<file path="src/rtl/hazard_if.sv">
// hazard_if: pipeline-side signal bundle between the CPU stages and the hazard unit.
interface hazard_if #(parameter int CNTW = 16);
  logic [4:0] RnID, RmID;
  logic useRmID, cbzID, bcondID;
  logic [4:0] RdEXout, RdMEMout;
  logic RegWriteEXout, MemReadEXout, MemReadMEMout, FlagSetEXout;
  logic memAccessMEM, dmem_ack;
  logic PCWrite, IFIDWrite, ctrlBubble, freeze, fault;
  logic [CNTW-1:0] stallCount, freezeCount;
  modport master (
    output RnID, RmID, useRmID, cbzID, bcondID, RdEXout, RdMEMout,
           RegWriteEXout, MemReadEXout, MemReadMEMout, FlagSetEXout,
           memAccessMEM, dmem_ack,
    input  PCWrite, IFIDWrite, ctrlBubble, freeze, fault, stallCount, freezeCount
  );
  modport slave (
    input  RnID, RmID, useRmID, cbzID, bcondID, RdEXout, RdMEMout,
           RegWriteEXout, MemReadEXout, MemReadMEMout, FlagSetEXout,
           memAccessMEM, dmem_ack,
    output PCWrite, IFIDWrite, ctrlBubble, freeze, fault, stallCount, freezeCount
  );
endinterface

</file>
<file path="src/rtl/hazard_unit.sv">
// hazard_unit: load-use/branch stall detection, memory-wait freeze with timeout fault,
// and saturating stall/freeze cycle counters.
module hazard_unit #(
  parameter int TIMEOUT = 64,
  parameter int CNTW = 16
) (
  input logic clk,
  input logic reset,
  hazard_if.slave hz
);
  typedef enum logic [1:0] {RUN, MEMWAIT, FAULT} state_t;
  state_t r_state, w_next;
  logic [15:0] r_wcnt;
  logic [CNTW-1:0] r_stall, r_freeze;
  logic w_ex_ok, w_mem_ok, w_need, w_freeze;
  // X31 is the zero register, so it never produces a dependency
  always_comb begin
    w_ex_ok = hz.RdEXout != 5'd31;
    w_mem_ok = hz.RdMEMout != 5'd31;
    w_need = (hz.MemReadEXout && w_ex_ok &&
              (hz.RdEXout == hz.RnID || (hz.useRmID && hz.RdEXout == hz.RmID))) ||
             (hz.cbzID && hz.RegWriteEXout && w_ex_ok && hz.RdEXout == hz.RmID) ||
             (hz.cbzID && hz.MemReadMEMout && w_mem_ok && hz.RdMEMout == hz.RmID) ||
             (hz.bcondID && hz.FlagSetEXout);
  end
  always_ff @(posedge clk or negedge reset) begin
    if (!reset) r_state <= RUN;
    else r_state <= w_next;
  end
  always_comb begin
    w_next = (r_state == FAULT) ? FAULT :
             (r_state == MEMWAIT) ? (hz.dmem_ack ? RUN :
                                     (r_wcnt == 16'(TIMEOUT - 1) ? FAULT : MEMWAIT)) :
             ((hz.memAccessMEM && !hz.dmem_ack) ? MEMWAIT : RUN);
  end
  always_comb begin
    w_freeze = (r_state == FAULT) || (r_state == MEMWAIT && !hz.dmem_ack) ||
               (r_state == RUN && hz.memAccessMEM && !hz.dmem_ack);
    hz.freeze = w_freeze;
    hz.fault = r_state == FAULT;
    hz.PCWrite = !w_freeze && !w_need;
    hz.IFIDWrite = !w_freeze && !w_need;
    hz.ctrlBubble = !w_freeze && w_need;
    hz.stallCount = r_stall;
    hz.freezeCount = r_freeze;
  end
  // wait counter holds the number of freeze cycles already spent on this access
  always_ff @(posedge clk or negedge reset) begin
    if (!reset) begin
      r_wcnt <= '0;
      r_stall <= '0;
      r_freeze <= '0;
    end else begin
      r_wcnt <= (w_next == MEMWAIT) ? ((r_state == RUN) ? 16'd1 : r_wcnt + 16'd1) : '0;
      r_stall <= (!w_freeze && w_need && !(&r_stall)) ? r_stall + CNTW'(1) : r_stall;
      r_freeze <= (w_freeze && !(&r_freeze)) ? r_freeze + CNTW'(1) : r_freeze;
    end
  end
endmodule

</file>
<file path="src/flat_wrapper.sv">
// flat-port wrapper written by rule: the top's interface ports become plain ports
module hazard_unit_flat 
#(
  parameter int TIMEOUT = 64,
  parameter int CNTW = 16
)
  (clk, reset, hz_RnID, hz_RmID, hz_useRmID, hz_cbzID, hz_bcondID, hz_RdEXout, hz_RdMEMout, hz_RegWriteEXout, hz_MemReadEXout, hz_MemReadMEMout, hz_FlagSetEXout, hz_memAccessMEM, hz_dmem_ack, hz_PCWrite, hz_IFIDWrite, hz_ctrlBubble, hz_freeze, hz_fault, hz_stallCount, hz_freezeCount);
  hazard_if #(.CNTW(CNTW)) hz_i ();
  input logic clk;
  input logic reset;
  input wire logic [$bits(hz_i.RnID)-1:0] hz_RnID;
  input wire logic [$bits(hz_i.RmID)-1:0] hz_RmID;
  input wire logic [$bits(hz_i.useRmID)-1:0] hz_useRmID;
  input wire logic [$bits(hz_i.cbzID)-1:0] hz_cbzID;
  input wire logic [$bits(hz_i.bcondID)-1:0] hz_bcondID;
  input wire logic [$bits(hz_i.RdEXout)-1:0] hz_RdEXout;
  input wire logic [$bits(hz_i.RdMEMout)-1:0] hz_RdMEMout;
  input wire logic [$bits(hz_i.RegWriteEXout)-1:0] hz_RegWriteEXout;
  input wire logic [$bits(hz_i.MemReadEXout)-1:0] hz_MemReadEXout;
  input wire logic [$bits(hz_i.MemReadMEMout)-1:0] hz_MemReadMEMout;
  input wire logic [$bits(hz_i.FlagSetEXout)-1:0] hz_FlagSetEXout;
  input wire logic [$bits(hz_i.memAccessMEM)-1:0] hz_memAccessMEM;
  input wire logic [$bits(hz_i.dmem_ack)-1:0] hz_dmem_ack;
  output wire logic [$bits(hz_i.PCWrite)-1:0] hz_PCWrite;
  output wire logic [$bits(hz_i.IFIDWrite)-1:0] hz_IFIDWrite;
  output wire logic [$bits(hz_i.ctrlBubble)-1:0] hz_ctrlBubble;
  output wire logic [$bits(hz_i.freeze)-1:0] hz_freeze;
  output wire logic [$bits(hz_i.fault)-1:0] hz_fault;
  output wire logic [$bits(hz_i.stallCount)-1:0] hz_stallCount;
  output wire logic [$bits(hz_i.freezeCount)-1:0] hz_freezeCount;
  assign hz_i.RnID = hz_RnID;
  assign hz_i.RmID = hz_RmID;
  assign hz_i.useRmID = hz_useRmID;
  assign hz_i.cbzID = hz_cbzID;
  assign hz_i.bcondID = hz_bcondID;
  assign hz_i.RdEXout = hz_RdEXout;
  assign hz_i.RdMEMout = hz_RdMEMout;
  assign hz_i.RegWriteEXout = hz_RegWriteEXout;
  assign hz_i.MemReadEXout = hz_MemReadEXout;
  assign hz_i.MemReadMEMout = hz_MemReadMEMout;
  assign hz_i.FlagSetEXout = hz_FlagSetEXout;
  assign hz_i.memAccessMEM = hz_memAccessMEM;
  assign hz_i.dmem_ack = hz_dmem_ack;
  assign hz_PCWrite = hz_i.PCWrite;
  assign hz_IFIDWrite = hz_i.IFIDWrite;
  assign hz_ctrlBubble = hz_i.ctrlBubble;
  assign hz_freeze = hz_i.freeze;
  assign hz_fault = hz_i.fault;
  assign hz_stallCount = hz_i.stallCount;
  assign hz_freezeCount = hz_i.freezeCount;
  hazard_unit #(.TIMEOUT(TIMEOUT), .CNTW(CNTW)) u_core (.clk(clk), .reset(reset), .hz(hz_i));
endmodule
</file>
<file path="config.mk">
export PLATFORM = sky130hd
export DESIGN_NAME = hazard_unit_flat
export DESIGN_NICKNAME = d
export VERILOG_FILES = /design/src/rtl/hazard_if.sv /design/src/rtl/hazard_unit.sv /design/src/flat_wrapper.sv
export SDC_FILE = /design/constraint.sdc
export NUM_CORES = 1
export LEC_CHECK = 0
export ABC_AREA = 1
export BUFFER_PORTS_ARGS = -buffer_cell sky130_fd_sc_hd__buf_2
export CAP_MARGIN = 20
export CORE_MARGIN = 1
export CORE_UTILIZATION = 59
export DETAILED_ROUTE_END_ITERATION = 8
export GPL_TIMING_DRIVEN = 0
export PLACE_DENSITY = 0.84
export SYNTH_ARGS = -nofsm -noshare
export SYNTH_HDL_FRONTEND = slang
export SYNTH_SLANG_ARGS = --single-unit
</file>
<file path="constraint.sdc">
create_clock -name clk -period 5.4 [get_ports clk]
set_input_delay 1.35 -clock clk [delete_from_list [all_inputs] [get_ports clk]]
set_output_delay 1.35 -clock clk [all_outputs]
set_load 0.005 [all_outputs]
</file>
## Word level (Yosys, flattened, before mapping)

Index checks and enable logic that the tools add are counted.

- Equal/unequal tests: 9
- Mux-type cells: 7
- Reductions and logical operators: 32
- Add/sub/neg operators: 3

Operator list:

| kind | number |
|---|---|
| 16-bit by 1-bit adder with 16-bit output, second input constant | 3 |
| 16-bit two-way mux | 2 |
| 16-bit AND reduction | 2 |
| 1-bit logical AND | 18 |
| 16-bit by 6-bit equality test with 1-bit output, second input constant | 1 |
| 5-bit equality test | 3 |
| 5-bit inequality test, second input constant | 2 |
| 2-bit two-way mux | 4 |
| 1-bit logical OR | 6 |
| 1-bit logical NOT | 5 |
| 2-bit by 1-bit equality test with 1-bit output, second input constant | 2 |
| 2-bit equality test, second input constant | 1 |
| 2-bit logical NOT | 1 |
| 1-bit two-way mux | 1 |

- Word-level logic and storage cells: 55
- Output and inout port bits: 37
- Flip-flop bits (word level): 50

## Depth between registers and ports, before layout

Gate-level depths: netlist (run 1).

- Word-level depth: 9
- Depth in mapped cells: 12
- Gate-level depth less buffers: 11

## Worst setup path after synthesis (run 1)

Ideal clock, no wire load.

- Path type: input to output
- From: input port hz_RmID[0]
- To: output port hz_PCWrite
- Arrival: 2.390 ns
- Path buffers: 2
- Stages on the path: 11
- Required time: 4.050 ns
- Slack: 1.660 ns
- Path through: inv_1 nand2_1 nand2_1 nor2_1 nand3_1 nor2_1 nor2_1 nand2_2 buf_2 nor2_1 buf_4

- Word-level cells in the longest chain between the ends: 9
- Elaborated cells on any way between the ends: 12
- Classes of those cells: eq/ne (2); reduce/logical (10)

Ends and longest elaborated chain:

| element | RTL line | RTL |
|---|---|---|
| from (decl) | flat_wrapper.sv:12 | `input wire logic [$bits(hz_i.RmID)-1:0] hz_RmID;` |
| 5-bit equality test | hazard_unit.sv:21, hazard_unit.sv:22 |  |
| 1-bit logical AND | hazard_unit.sv:21 | `(hz.RdEXout == hz.RnID \|\| (hz.useRmID && hz.RdEXout == hz.RmID))) \|\|` |
| 1-bit logical OR | hazard_unit.sv:21 |  |
| 1-bit logical AND | hazard_unit.sv:20 | `w_need = (hz.MemReadEXout && w_ex_ok &&` |
| 1-bit logical OR | hazard_unit.sv:21 |  |
| 1-bit logical OR * | hazard_unit.sv:22 | `(hz.cbzID && hz.RegWriteEXout && w_ex_ok && hz.RdEXout == hz.RmID) \|\|` |
| 1-bit logical OR * | hazard_unit.sv:23 | `(hz.cbzID && hz.MemReadMEMout && w_mem_ok && hz.RdMEMout == hz.RmID) \|\|` |
| 1-bit logical NOT * | n/a |  |
| 1-bit logical AND * | n/a |  |
| to (decl) | flat_wrapper.sv:24 | `output wire logic [$bits(hz_i.PCWrite)-1:0] hz_PCWrite;` |

Every way passes the cells marked *; elsewhere a longest branch is shown, timed or not.

## Final worst setup path (run 1)

- From: input port hz_RmID[0]
- To: output port hz_PCWrite

- Word-level cells in the longest chain between the ends: 9
- Elaborated cells on any way between the ends: 12
- Classes of those cells: eq/ne (2); reduce/logical (10)

Ends and longest elaborated chain:

| element | RTL line | RTL |
|---|---|---|
| 5-bit equality test | hazard_unit.sv:21, hazard_unit.sv:22 |  |
| 1-bit logical AND | hazard_unit.sv:21 |  |
| 1-bit logical OR | hazard_unit.sv:21 |  |
| 1-bit logical AND | hazard_unit.sv:20 |  |
| 1-bit logical OR | hazard_unit.sv:21 |  |
| 1-bit logical OR * | hazard_unit.sv:22 |  |
| 1-bit logical OR * | hazard_unit.sv:23 |  |
| 1-bit logical NOT * | hazard_unit.sv:41 | `hz.PCWrite = !w_freeze && !w_need;` |
| 1-bit logical AND * | hazard_unit.sv:41 |  |

Marked as above.

==> results of run 1 <==
-- layout make-up --
cell class                      count  area, um^2  area share (%)
Multi-Input combinational cell    325        1680            45.0
Sequential cell                    50        1250            33.4
Timing Repair Buffer               68         355            9.50
Inverter                           55         209            5.59
Tap cell                           70        87.6            2.34
Clock buffer                        5        68.8            1.84
Buffer                              7        45.0            1.20
Clock inverter                      3        40.0            1.07
-- synth_stat cells, types with 2 or more instances --
library cell / instances
a21oi_1: 3
buf_2: 3
buf_4: 2
dfrtp_1: 50
ha_1: 3
inv_1: 48
inv_2: 6
nand2_1: 129
nand2_4: 2
nand3_1: 33
nand3_2: 2
nand3b_1: 2
nand4_1: 26
nor2_1: 52
nor2_2: 3
nor3_1: 12
nor4_1: 3
o211ai_1: 2
o21ai_0: 5
o21ai_1: 4
o21bai_1: 2
xnor2_1: 15
xor2_1: 18
-- power groups by stage --
stage          clock (mW)  sequential, mW  combinational (mW)
2_1_floorplan           0           0.382              0.0199
5_1_grt             0.282           0.374              0.0555
6_report            0.262           0.374              0.0481
4_1_cts             0.269           0.374              0.0466
3_3_place_gp            0           0.382              0.0446
3_5_place_dp            0           0.382              0.0464
-- per-layer routing --
metal  routed length (um)  part of all wire, %  track usage (%)
met4                   88                  1.3             11.5
met2                 3540                   50             47.0
met5                    0                    0                0
met1                 3110                   44             32.4
met3                  285                  4.1             3.84
-- final timing paths --
check,slack [ns],depth (start not counted),to,startpoint
setup / recovery,1.27,13,hz_PCWrite,hz_RmID[0]
hold / removal,0.52,1,u_core.hz.freezeCount[12],u_core.hz.freezeCount[12]
setup reg to reg,3.44,9,u_core.hz.stallCount[6],u_core.hz.stallCount[0]
hold reg to reg,0.52,1,u_core.hz.freezeCount[12],u_core.hz.freezeCount[12]
max in group asynchronous,3.98,2,u_core.hz.freezeCount[13],reset
min in group asynchronous,0.92,1,u_core.hz.stallCount[12],reset
-- metrics by stage --
| step | hold slack [ns] | util [%] | setup slack [ns] |
|---|---|---|---|
| CTS | 0.527 | 71.9 | 1.28 |
| global route | 0.531 | 72.3 | 1.13 |
| global placement | 0.503 | 69.8 | 1.32 |
| floorplan | 0.502 | - | 1.66 |
| detailed placement | 0.511 | 69.8 | 1.28 |
| finish | 0.524 | 72.3 | 1.27 |
-- registers in the layout, indices dropped and copies added (netlist names) --
register	count
u_core.hz.freezeCount	16
u_core.hz.stallCount	16
u_core.r_state	2
u_core.r_wcnt	16
-- kinds of logic (layout without fill, tap and decap cells) --
logic type	Yosys count	after routing	share of synthesized area, %
and+or+nand+nor	271	271	38.8
adders and majority gates	3	3	1.18
AOI/OAI and AO/OA	18	18	3.77
xor gates and xnor gates	33	33	9.06
buffers and inverters	62	138	7.96
DFF	50	50	39.2
==> results_dict.tcl, run 1 <==
set metrics [dict create \
    drt_pass1_iterations 4 \
    gp_congestion 0.883 \
    ys_ff_latch 50 \
    tightest_slew_ns 0.446 \
    grt.total_usage_pct 26.6 \
    grt_pass1_wl_um 11600 \
    grt_pass1_vias 2785 \
    finalPower_mw 0.684 \
    clk_latency_ns 0.30 \
    dpl.hpwl_um 5230 \
    routedWlPerCell_um 12.0 \
    synth_top_area_cell "dfrtp_1" \
    worstPathArrival_ns 2.78 \
    yosys_warnings 0 \
    fillers 434 \
    die_w_um 75.5 \
    status "finished clean" \
    synth.net_count 471 \
    path_class "in2out" \
    synth-edff-count 0 \
    synth.distinct_cells 35 \
    hold_violations 0 \
    clkPwrFrac_pct 38.3 \
    nNetsFinal 546 \
    rsz0062_at_grt "no" \
    start_util_pct 61.7 \
    critPathLaunchType "primary input" \
    required_ns 4.05 \
    antennaDiodeCount 0 \
    synth_ff_type "dfrtp_1" \
    path_clk_slew_ns 0.09 \
    numCtsBuffers 5 \
    power_frac_comb_pct 7.0 \
    antenna_found_initial 0 \
    core_um2 5170 \
    synth_top_cell_area_share_pct 39.2 \
    clock_skew_ns 0.00220 \
    ant_nets 0 \
    final_area_um2 3740 \
    ir_drop_v 0.000137 \
    viasPerCell 5.18 \
    period_share_pct 76.5 \
    end_kind "primary output" \
    placed_cells 574 \
    port_buffers 67 \
    crit_path_top_delay_cell "buf_2" \
    syn_area_per_cell_um2 7.30 \
    rows 26 \
    swShare_pct 22.7 \
    drtIter0Drc 188 \
    path_max_fanout 10 \
    wl_um 7020 \
    final_common_cell "nand2_1" \
    setup_viol 0 \
    p_per_area_nw_per_um2 183 \
    placed_area_um2 3610 \
    cts_setup_buffers 0 \
    drc 0 \
    dieArea_um2 5700 \
    vias 3020 \
    p_sw_mw 0.155 \
    final_cell_mix "129 x nand2_1, 70 x buf_2, 52 x nor2_1" \
    clock-sinks 50 \
    slew_violations 0 \
    die_h_um 75.5 \
    max-cap-violations 0 \
    cpMostUsedCell "nor2_1" \
    clk_path_buf_depth 2 \
    fmax_mhz 242 \
    drive_above_1_share_pct 19.9 \
    cts_resized 0 \
    h-tree-depth 2 \
    power.leakage_nw 1.95 \
    syn2layout_area_growth_pct 17.3 \
    p_int_mw 0.528 \
    synth_area_leaders "dfrtp_1 39%, nand2_1 15%, nor2_1 6.1%" \
    synth_cells 437 \
    final.min_clock_period_ns 4.13 \
    cts-root-buf "clkbuf_8" \
    seqPwrFrac_pct 54.7 \
    cpPeakStageDelay_ns 0.24 \
    syn_area_um2 3190 \
    cp_top_family "simple AND/OR/NAND/NOR gates" \
    io_pins 68 \
    crit_chain "buf_2 > inv_1 > nand2_1 > nand2_1 > nor2_1 > nand3_1 > nor2_1 > nor2_1 > nand2_2 > buf_2 > nor2_1 > buf_4 > buf_2" \
    relSlewSlack_pct 70.2 \
    fin_cells 583 \
    tritoncts "done" \
    ys_seq_area_share_pct 39.2 \
    holdCritPathClass "reg2reg" \
    grt_max_degree 51 \
    async_reset_ff_share_pct 100 \
    crit_buf_inv 5 \
    cts_hold_buf 0 \
    tns_ns 0 \
    gr-total-overflow 0 \
]
(Power assumes the default switching activity.)
==> run 2, diff against run 1 <==
- CORE_UTILIZATION: 59 -> 55
- PLACE_DENSITY: 0.84 -> 0.79
- clock period: 5.4 -> 4.2 ns (I/O delays scaled with it)
==> run 2 against run 1 <==
Non-clock buffer count stayed put; combinational power is 27% higher; total power is 21% higher; critical path depth stayed put; sequential share of layout area is 0.15 points higher; register-to-register slack worse by 1.2 ns; largest cell class unchanged; highest routed layer unchanged; global-route usage is 1.2 points lower; clock-buffer cell count is 1 higher; wire length is 0.16% higher; via count is 1.3% higher; clock skew is 0.013 ns higher; critical path type unchanged.
==> results_dict.tcl, run 2 (synthesis results as in run 1) <==
set metrics [dict create \
    status "finished clean" \
    cp_top_family "simple AND/OR/NAND/NOR gates" \
    cpMostUsedCell "nand2_1" \
    path_clk_slew_ns 0.09 \
    h-tree-depth 2 \
    finalPower_mw 0.825 \
    crit_chain "buf_2 > inv_2 > nand2_1 > nand2_1 > nor2_1 > nand3_1 > nand2_1 > nand2_1 > nand2_2 > buf_2 > nor2_1 > buf_4 > buf_2" \
    core_um2 5540 \
    drive_above_1_share_pct 19.7 \
    routedWlPerCell_um 12.0 \
    drtIter0Drc 140 \
    grt_pass1_vias 2984 \
    ir_drop_v 0.000221 \
    reg2reg_slack_ns 2.21 \
    cpPeakStageDelay_ns 0.26 \
    startpoint "hz_RdEXout[3]" \
    max-cap-violations 0 \
    critPathLaunchType "primary input" \
    end_kind "primary output" \
    port_buffers 67 \
    fillers 501 \
    clock-sinks 50 \
    hold_end "u_core.hz.freezeCount[3]" \
    setup_viol 0 \
    crit_path_top_delay_cell "buf_2" \
    relSlewSlack_pct 60.0 \
    routed-wl-met3_um 278 \
    fmax_mhz 287 \
    top_layer_used "met4" \
    dr_wl_met2_um 3540 \
    clk_latency_ns 0.30 \
    r2r_start "u_core.r_wcnt[0]" \
    crit_buf_inv 5 \
    cts_hold_buf 0 \
    cts_resized 0 \
    gp_congestion 0.939 \
    clock_skew_ns 0.0154 \
    min_from "u_core.hz.freezeCount[3]" \
    required_ns 3.15 \
    clk_path_buf_depth 2 \
    wl_um 7030 \
    nNetsFinal 546 \
    dpl.hpwl_um 5460 \
    antennaDiodeCount 0 \
    hold_violations 0 \
    final.min_clock_period_ns 3.48 \
    period_share_pct 83.0 \
    antenna_found_initial 0 \
    drc 0 \
    syn2layout_area_growth_pct 16.8 \
    final_common_cell "nand2_1" \
    die_h_um 78.2 \
    tightest_slew_ns 0.599 \
    gr-total-overflow 0 \
    die_w_um 78.2 \
    path_class "in2out" \
    vias 3058 \
    ff_latch_area_um2 1250 \
    grt.total_usage_pct 25.4 \
    slew_violations 0 \
    io_pins 68 \
    rsz0062_at_grt "no" \
    whs_path_depth 1 \
    r2r-end "u_core.r_wcnt[12]" \
    wl_met1_um 3130 \
    holdCritPathClass "reg2reg" \
    path_max_fanout 10 \
    multi_input_area_um2 1680 \
    ant_nets 0 \
    cts-root-buf "clkbuf_8" \
    tns_ns 0 \
    dieArea_um2 6110 \
    grt_max_degree 27 \
    tritoncts "done" \
    drt_pass1_iterations 4 \
    viasPerCell 5.23 \
    power.leakage_nw 1.93 \
    p_per_area_nw_per_um2 221 \
    numCtsBuffers 5 \
    r2r_cells 9 \
    rows 27 \
    worstPathArrival_ns 2.43 \
    cts_setup_buffers 0 \
    start_util_pct 57.6 \
    final_cell_mix "129 x nand2_1, 70 x buf_2, 52 x nor2_1" \
    grt_pass1_wl_um 12600 \
]
==> run 2: changes by cell type in the layout (fill, tap and decap cells not counted), sizes merged <==
| cell | previous run | this run |
|---|---|---|
| bufinv | 1 | 0 |
| inv | 55 | 56 |
| clkinv | 2 | 1 |
| clkbuf | 6 | 7 |
==> run 2: worst register-to-register path: cells and delay by family (launching register included) <==
family                     cells  cell delay, ns
adders and majority gates      1            0.22
and+or+nand+nor                7            0.97
buffers and inverters          1            0.23
DFF                            1            0.45
==> run 2: layout make-up <==
type	count	area share, %
repair buffers	68	9.54
clock buffers	6	1.95
flip-flops and latches	50	33.6
inverters	55	5.61
plain buffers	7	1.21
well taps	72	2.42
multi-input cells	325	45.2
clock inverters	2	0.470
==> run 2: metrics by stage <==
stage	worst slack [ns]	hold WS [ns]	util, %	instances	instance area (um^2)
2_1_floorplan	1.06	0.502	-	437	3190
3_3_place_gp	0.729	0.502	65.2	576	3610
3_5_place_dp	0.710	0.508	65.6	577	3630
4_1_cts	0.706	0.522	67.2	585	3720
5_1_grt	0.535	0.545	67.2	585	3720
6_report	0.716	0.522	67.2	585	3720
==> run 2: how the worst max path moves through the flow <==
stage	to	slack, ns	cells after the start
global route	hz_PCWrite	0.53	13
floorplan	hz_PCWrite	1.06	11
finish	hz_PCWrite	0.72	13
CTS	hz_PCWrite	0.71	13
global placement	hz_PCWrite	0.73	11
detailed placement	hz_PCWrite	0.71	13
==> run 2: routing by layer <==
metal | vias to the layer above | GRT usage, %
li1 | 1556 | -
met1 | 1430 | 30.9
met2 | 64 | 45.4
met3 | 8 | 4.07
met4 | 0 | 8.70
met5 | - | 0
==> run 2: power by group <==
part           leakage, nW  internal [mW]  switching (mW)
Sequential           0.663          0.481               0
Combinational         1.22         0.0228          0.0381
Clock               0.0458          0.121           0.162
Total                 1.93          0.625           0.200
